===== config.mk =====
export PLATFORM = sky130hd
export DESIGN_NAME = ctrl_pipe
export DESIGN_NICKNAME = d
export VERILOG_FILES = /design/src/rtl/ctrl_pipe.sv
export SDC_FILE = /design/constraint.sdc
export NUM_CORES = 1
export LEC_CHECK = 0
export CAP_MARGIN = 25
export CELL_PAD_IN_SITES_DETAIL_PLACEMENT = 1
export CELL_PAD_IN_SITES_GLOBAL_PLACEMENT = 1
export CORE_ASPECT_RATIO = 1.1
export CORE_MARGIN = 3
export CORE_UTILIZATION = 33
export DETAILED_ROUTE_END_ITERATION = 6
export GPL_TIMING_DRIVEN = 0
export PLACE_DENSITY_LB_ADDON = 0.2
export SYNTH_ARGS = -nofsm -noshare
export SYNTH_HDL_FRONTEND = slang
export SYNTH_SLANG_ARGS = --single-unit

===== constraint.sdc =====
create_clock -name clk -period 2.2 [get_ports clk]
set_input_delay 0.44 -clock clk [delete_from_list [all_inputs] [get_ports clk]]
set_output_delay 0.44 -clock clk [all_outputs]
set_load 0.01 [all_outputs]

===== src/rtl/ctrl_pipe.sv =====
// Control/address half of a 5-stage MIPS-style pipeline: ID/EX, EX/MEM and MEM/WB
// registers plus the operand forwarding selects for the execute stage.
module ctrl_pipe #(
   parameter int FWD_EN = 1
) (
   input  logic       clk,
   input  logic       reset,
   input  logic       memtoregD,
   input  logic       memwriteD,
   input  logic       alusrcD,
   input  logic       regdstD,
   input  logic       regwriteD,
   input  logic       branchD,
   input  logic       jumpD,
   input  logic [2:0] alucontrolD,
   input  logic [4:0] rsD,
   input  logic [4:0] rtD,
   input  logic [4:0] rdD,
   input  logic       stallE,
   input  logic       flushE,
   output logic       memtoregE,
   output logic       memwriteE,
   output logic       alusrcE,
   output logic       regwriteE,
   output logic       branchE,
   output logic       jumpE,
   output logic [2:0] alucontrolE,
   output logic [4:0] rsE,
   output logic [4:0] rtE,
   output logic [4:0] writeregE,
   output logic       memtoregM,
   output logic       memwriteM,
   output logic       regwriteM,
   output logic [4:0] writeregM,
   output logic       memtoregW,
   output logic       regwriteW,
   output logic [4:0] writeregW,
   output logic [1:0] forwardAE,
   output logic [1:0] forwardBE
);

   typedef struct packed {
      logic       memtoreg;
      logic       memwrite;
      logic       alusrc;
      logic       regdst;
      logic       regwrite;
      logic       branch;
      logic       jump;
      logic [2:0] alucontrol;
      logic [4:0] rs;
      logic [4:0] rt;
      logic [4:0] rd;
   } idex_t;

   idex_t idex_reg;
   idex_t idex_next;

   assign idex_next = '{memtoreg:   memtoregD,
                        memwrite:   memwriteD,
                        alusrc:     alusrcD,
                        regdst:     regdstD,
                        regwrite:   regwriteD,
                        branch:     branchD,
                        jump:       jumpD,
                        alucontrol: alucontrolD,
                        rs:         rsD,
                        rt:         rtD,
                        rd:         rdD};

   // Flush wins over stall; a held stage keeps its instruction in place.
   always_ff @(posedge clk or posedge reset) begin
      if (reset)
         idex_reg <= '0;
      else if (flushE)
         idex_reg <= '0;
      else if (!stallE)
         idex_reg <= idex_next;
   end

   assign memtoregE   = idex_reg.memtoreg;
   assign memwriteE   = idex_reg.memwrite;
   assign alusrcE     = idex_reg.alusrc;
   assign regwriteE   = idex_reg.regwrite;
   assign branchE     = idex_reg.branch;
   assign jumpE       = idex_reg.jump;
   assign alucontrolE = idex_reg.alucontrol;
   assign rsE         = idex_reg.rs;
   assign rtE         = idex_reg.rt;
   assign writeregE   = idex_reg.regdst ? idex_reg.rd : idex_reg.rt;

   // While E is held, M must take a bubble so the held instruction is not issued twice.
   always_ff @(posedge clk or posedge reset) begin
      if (reset) begin
         memtoregM <= 1'b0;
         memwriteM <= 1'b0;
         regwriteM <= 1'b0;
         writeregM <= 5'd0;
      end else if (stallE && !flushE) begin
         memtoregM <= 1'b0;
         memwriteM <= 1'b0;
         regwriteM <= 1'b0;
         writeregM <= 5'd0;
      end else begin
         memtoregM <= memtoregE;
         memwriteM <= memwriteE;
         regwriteM <= regwriteE;
         writeregM <= writeregE;
      end
   end

   always_ff @(posedge clk or posedge reset) begin
      if (reset) begin
         memtoregW <= 1'b0;
         regwriteW <= 1'b0;
         writeregW <= 5'd0;
      end else begin
         memtoregW <= memtoregM;
         regwriteW <= regwriteM;
         writeregW <= writeregM;
      end
   end

   // Operand 0 is rs (A), operand 1 is rt (B); the M-stage producer is the newer one.
   logic [1:0][4:0] fwd_src;
   logic [1:0][1:0] fwd_sel;

   assign fwd_src = {rtE, rsE};

   genvar gi;
   generate
      for (gi = 0; gi < 2; gi++) begin : g_fwd
         if (FWD_EN != 0) begin : g_on
            logic hit_m;
            logic hit_w;
            assign hit_m = regwriteM && (writeregM != 5'd0) && (writeregM == fwd_src[gi]);
            assign hit_w = regwriteW && (writeregW != 5'd0) && (writeregW == fwd_src[gi]);
            assign fwd_sel[gi] = hit_m ? 2'b10 : (hit_w ? 2'b01 : 2'b00);
         end else begin : g_off
            assign fwd_sel[gi] = 2'b00;
         end
      end
   endgenerate

   assign forwardAE = fwd_sel[0];
   assign forwardBE = fwd_sel[1];

endmodule


# Yosys cells after proc, flatten, opt, wreduce, memory -nomap -nowiden
# Index checks and enable logic that the tools add are counted.
# op_classes
eq_ne	5
n_mux	11
n_reduce_logical	10
# ops
op	n
25-bit 2-to-1 mux	2
5-bit == test	4
5-bit 2-to-1 mux	2
5-bit nonzero test	2
1-bit logical AND	7
1-bit 2-to-1 mux	5
2-bit 2-to-1 mux	2
2-bit by 1-bit != test with 1-bit output (second input constant)	1
1-bit logical NOT	1
# totals
register_bits	40
input_bits	29
out_inout_bits	43
elab_cells	44

# Depth between registers and ports, before layout
# depth
word_depth	5
mapped_depth	4
mapped_depth_nobuf	4

# Worst setup path before layout
# Ideal clock, no wire load.
# synth_timing
kind	register to output
startpoint	register writeregM[1]
endpoint	output port forwardBE[0]
arrival_ps	1558
required_time_ps	1760
slack_ps	202
path_stages_with_launch	5
n_path_buf	0
cell_sequence	dfrtp_1 -> or4_1 -> o21ai_2 -> nor4_1 -> nor4_2
# synth_between
elab_chain_cells	4
elab_cells_between_ends	5
cone_classes	eq/ne (1); mux (1); reduce/logical (3)
# synth_rtl
item	line	text
start, declared	34	output logic [4:0] writeregM,
start signal, assigned	108	writeregM <= writeregE;
5-bit nonzero test	136	assign hit_m = regwriteM && (writeregM != 5'd0) && (writeregM == fwd_src[gi]);
1-bit logical AND	136	
1-bit logical AND *	136	
named net g_fwd[1].g_on.hit_m	134	logic hit_m;
2-bit 2-to-1 mux *	138	assign fwd_sel[gi] = hit_m ? 2'b10 : (hit_w ? 2'b01 : 2'b00);
end, declared	39	output logic [1:0] forwardBE
# Mark *: on every way through the listed nets, which the timed path passes. The rest lies on a longest branch.

# Worst setup path in the final report
# layout_timing
startpoint	register writeregM[2]
endpoint	output port forwardAE[0]
# layout_between
elab_chain_cells	4
elab_cells_between_ends	5
cone_classes	eq/ne (1); mux (1); reduce/logical (3)
# layout_rtl
item	line	text
5-bit nonzero test	136	
1-bit logical AND	136	
1-bit logical AND *	136	
named net g_fwd[0].g_on.hit_m	134	
2-bit 2-to-1 mux *	138	
end, declared	38	output logic [1:0] forwardAE,
# Marked as above.

==> impl_metrics.yaml <==
die:
  dieHeight_microns: 85.2
  die_area_sq_um: 6650
  coreArea_sq_um: 5470
  start_util_pct: 34.4
  fp-row-count: 28
  chipWidth_microns: 78
  top_level_ports: 72
synth:
  synth.lib_cells_used.distinct: 19
  synth-seq-area-share_pct: 53.2
  synthesis.instances: 162
  synth_area_per_cell_sq_um: 11.6
  synth.yosys.warnings: 0
  synth.ff_latch_count: 40
  synth.largest_area_cell: "sky130_fd_sc_hd__dfrtp_1"
  syn_area_sq_um: 1880
  yosys-top-cells-area: "sky130_fd_sc_hd__dfrtp_1 53%, sky130_fd_sc_hd__mux2i_1 13%, sky130_fd_sc_hd__xnor2_1 7.4%"
  synth_top_area_share_pct: 53.2
  synth_fp_nets: 191
setup_path:
  criticalPathCategory: "flip-flop to output port"
  critPathLaunchType: "flip-flop"
  worstPathCellList: "or4_4 > o21ai_4 > nor4_4 > nor4_2 > buf_2"
  crit_path_end_kind: "output port"
  worst_path_max_stage_delay_ns: 0.55
  worst-path-max-fanout: 2
  arrival_time_worst_endpoint_ns: 1.89
  required_ns: 1.76
  cpMaxStageDelayCell: "sky130_fd_sc_hd__or4_4"
route:
  drtAntennaViolNets: 0
  drt-initial-drc-count: 69
  wirelength_mm: 4.71
  route.vias.total: 1436
  drt_drc_violations_left: 0
  detail_route.vias_per_cell: 4.53
  detail_route.wl_per_cell_microns: 14.9
  firstDrtPassIters: 2
sta:
  final_cycle_utilization_of_the_critical_path_pct: 106
  tightestPinTransition_ns: 0.841
  fmaxAchievable_ghz: 0.430
  slew_headroom_pct: 43.8
  fin_skew_ns: 0.00460
  hold_violations: 0
  final.setup.worst_slack_ns: -0.126
  hold_slack_ns: 0.404
  timing.final.max_slew_violations: 0
  timing.final.crit_period_ns: 2.33
  final_setup_violating_endpoints: 3
  grt_setup_unrepaired: "yes"
final_layout:
  fillers: 621
  fin_nets: 271
  largest_register_ff_count: 6
  sequential_cell_area_sq_um: 1000
  multi_input_area_sq_um: 792
  drive_gt1_share_pct: 20.7
  final_cells: 317
  syn_to_final_growth_pct: 51.0
  antenna_cells: 0
global_routing:
  grt_overflow: 0
  first_global_vias: 1488
  antenna_found_initial: 0
  grtUsageTotal_pct: 14.5
  maximum_number_of_pins_on_one_net_before_global_route_repair: 41
  grt_pass1_wl_mm: 7.53
placement:
  gp_congestion: 0.796
  buffer_ports.inserted: 70
  post-dp-hpwl_mm: 3.54
  placed_cells: 307
clocking:
  tritoncts.num_buffers: 5
  clock_tree_from_tritoncts: "yes"
  cts_sinks: 40
  path_clk_slew_ns: 0.07
  clkLatencyLatePin_ns: 0.28
  cts.path.max_buffers: 2
  post_cts_hold_buffer_count: 0
  htreeDepth: 2
  cts_root_buffer: "sky130_fd_sc_hd__clkbuf_8"
power:
  seqPwrFrac_pct: 50.3
  post-layout-total-power_mw: 1.64
  p_sw_mw: 0.433
  peakVddDrop_mv: 0.278
  p_per_area_nw_per_um2: 579
  share_comb_of_total_power_pct: 22.5
  power_frac_clock_pct: 27.2
  intPower_mw: 1.21
  power.leakage_nw: 1.29
  switching_share_pct: 26.4
outcome:
  violations: "negative setup slack"
  run_status: "finished, violations left"
min_path:
  hp-class: "flip-flop to flip-flop"
flow_run:
  timing.max_cap.violations: 0
[routing by layer]
metal  vias to the layer above  global-route usage (%)  wire length (microns)
li1                        682                       -                      -
met2                        43                    24.7                   2470
met5                         -                       0                      0
met4                         0                    3.34                     23
met1                       707                    18.6                   1950
met3                         4                    3.50                    262
[final cells by class]
type / instances / area share (%)
clock inverter: 1 / 0.176
sequential: 40 / 35.4
buffer: 20 / 4.62
multi-input combinational: 98 / 27.9
inverter: 2 / 0.264
timing repair buffer: 75 / 25.8
tap: 75 / 3.30
clock buffer: 6 / 2.55
[path summary, 6_finish.rpt]
path / from / endpoint / slack, ns / depth (start not counted)
setup / recovery: writeregM[2]$_DFF_PP0_ / forwardAE[0] / -0.13 / 5
hold / removal: memtoregM$_DFF_PP0_ / memtoregW$_DFF_PP0_ / 0.40 / 0
setup reg to reg: idex_reg[21]$_DFFE_PP0N_ / writeregM[3]$_DFF_PP0_ / 1.05 / 2
hold reg to reg: memtoregM$_DFF_PP0_ / memtoregW$_DFF_PP0_ / 0.40 / 0
max in group asynchronous: reset / writeregM[2]$_DFF_PP0_ / 0.97 / 2
min in group asynchronous: reset / memwriteE$_DFFE_PP0N_ / 0.65 / 2
[cell usage after synthesis]
master / n
sky130_fd_sc_hd__nor4_1: 2
sky130_fd_sc_hd__nand2_1: 2
sky130_fd_sc_hd__xor2_1: 4
sky130_fd_sc_hd__mux2_2: 5
sky130_fd_sc_hd__or4_1: 2
sky130_fd_sc_hd__buf_4: 15
sky130_fd_sc_hd__xnor2_1: 16
sky130_fd_sc_hd__mux2i_1: 25
sky130_fd_sc_hd__nor2b_1: 6
sky130_fd_sc_hd__buf_2: 3
sky130_fd_sc_hd__inv_1: 2
sky130_fd_sc_hd__nor4_2: 2
sky130_fd_sc_hd__a21boi_0: 3
sky130_fd_sc_hd__nand3_1: 2
sky130_fd_sc_hd__nand4_1: 2
sky130_fd_sc_hd__nor2_1: 26
sky130_fd_sc_hd__clkbuf_1: 4
sky130_fd_sc_hd__o21ai_2: 1
sky130_fd_sc_hd__dfrtp_1: 40
[layout by cell type, fill, tap and decap left out]
| cell | n |
|---|---|
| sky130_fd_sc_hd__mux2_2 | 5 |
| sky130_fd_sc_hd__buf_6 | 3 |
| sky130_fd_sc_hd__inv_1 | 1 |
| sky130_fd_sc_hd__nor4_4 | 2 |
| sky130_fd_sc_hd__buf_4 | 18 |
| sky130_fd_sc_hd__inv_2 | 1 |
| sky130_fd_sc_hd__clkdlybuf4s50_1 | 66 |
| sky130_fd_sc_hd__nor2b_1 | 6 |
| sky130_fd_sc_hd__xnor2_2 | 2 |
| sky130_fd_sc_hd__nand4_1 | 2 |
| sky130_fd_sc_hd__a21boi_0 | 3 |
| sky130_fd_sc_hd__clkbuf_8 | 5 |
| sky130_fd_sc_hd__nor2_1 | 26 |
| sky130_fd_sc_hd__xor2_1 | 4 |
| sky130_fd_sc_hd__nand2_1 | 2 |
| sky130_fd_sc_hd__clkinv_2 | 1 |
| sky130_fd_sc_hd__o21ai_4 | 1 |
| sky130_fd_sc_hd__nand3_2 | 1 |
| sky130_fd_sc_hd__mux2i_1 | 25 |
| sky130_fd_sc_hd__dfrtp_2 | 3 |
| sky130_fd_sc_hd__nor4_2 | 2 |
| sky130_fd_sc_hd__nand3_1 | 1 |
| sky130_fd_sc_hd__or4_1 | 1 |
| sky130_fd_sc_hd__buf_2 | 5 |
| sky130_fd_sc_hd__clkbuf_1 | 4 |
| sky130_fd_sc_hd__xnor2_1 | 14 |
| sky130_fd_sc_hd__dfrtp_1 | 37 |
| sky130_fd_sc_hd__or4_4 | 1 |
[metrics by stage]
stage	util (%)	setup WS [ns]	setup TNS [ns]	cell area, sq um
finish	52.0	-0.126	-0.319	2840
global route	52.0	-0.207	-0.566	2840
detailed placement	49.0	-0.356	-0.937	2680
floorplan	-	0.202	0	1880
global placement	49.0	-0.347	-1.66	2680
CTS	51.4	-0.156	-0.319	2810
[power groups by stage]
| stage | combinational, mW | clock, mW | sequential [mW] |
|---|---|---|---|
| after CTS | 0.370 | 0.474 | 0.827 |
| after detailed placement | 0.347 | 0 | 0.842 |
| after global routing | 0.400 | 0.495 | 0.836 |
| after global placement | 0.340 | 0 | 0.841 |
| after floorplan | 0.169 | 0 | 0.838 |
| final | 0.370 | 0.447 | 0.827 |
[timing repair]
| item | 4_1_cts | 5_1_grt |
|---|---|---|
| endpoints found under the hold margin | 0 | 0 |
| setup endpoints to repair | 9 | 4 |
| pin swaps | 6 | 4 |
| setup buffers | 3 | 2 |
| resized for setup | 28 | 4 |
[critical path: cells and delay by family, from the launching register on]
| kind | cells | cell delay (ns) |
|---|---|---|
| DFF | 1 | 0.41 |
| buffers and inverters | 1 | 0.17 |
| AOI/OAI and AO/OA | 1 | 0.19 |
| and+or+nand+nor | 3 | 0.85 |
[cell families (layout without fill, tap and decap cells)]
| family | count (synthesis) | after routing | share of synthesized area, % |
|---|---|---|---|
| buffers and inverters | 24 | 104 | 7.98 |
| flip-flops | 40 | 40 | 53.2 |
| XOR/XNOR | 20 | 20 | 9.31 |
| AND/OR/NAND/NOR | 44 | 44 | 11.6 |
| multiplexers | 30 | 30 | 16.3 |
| AO/OA/AOI/OAI | 4 | 4 | 1.66 |
Power figures use the tool's default switching activity.
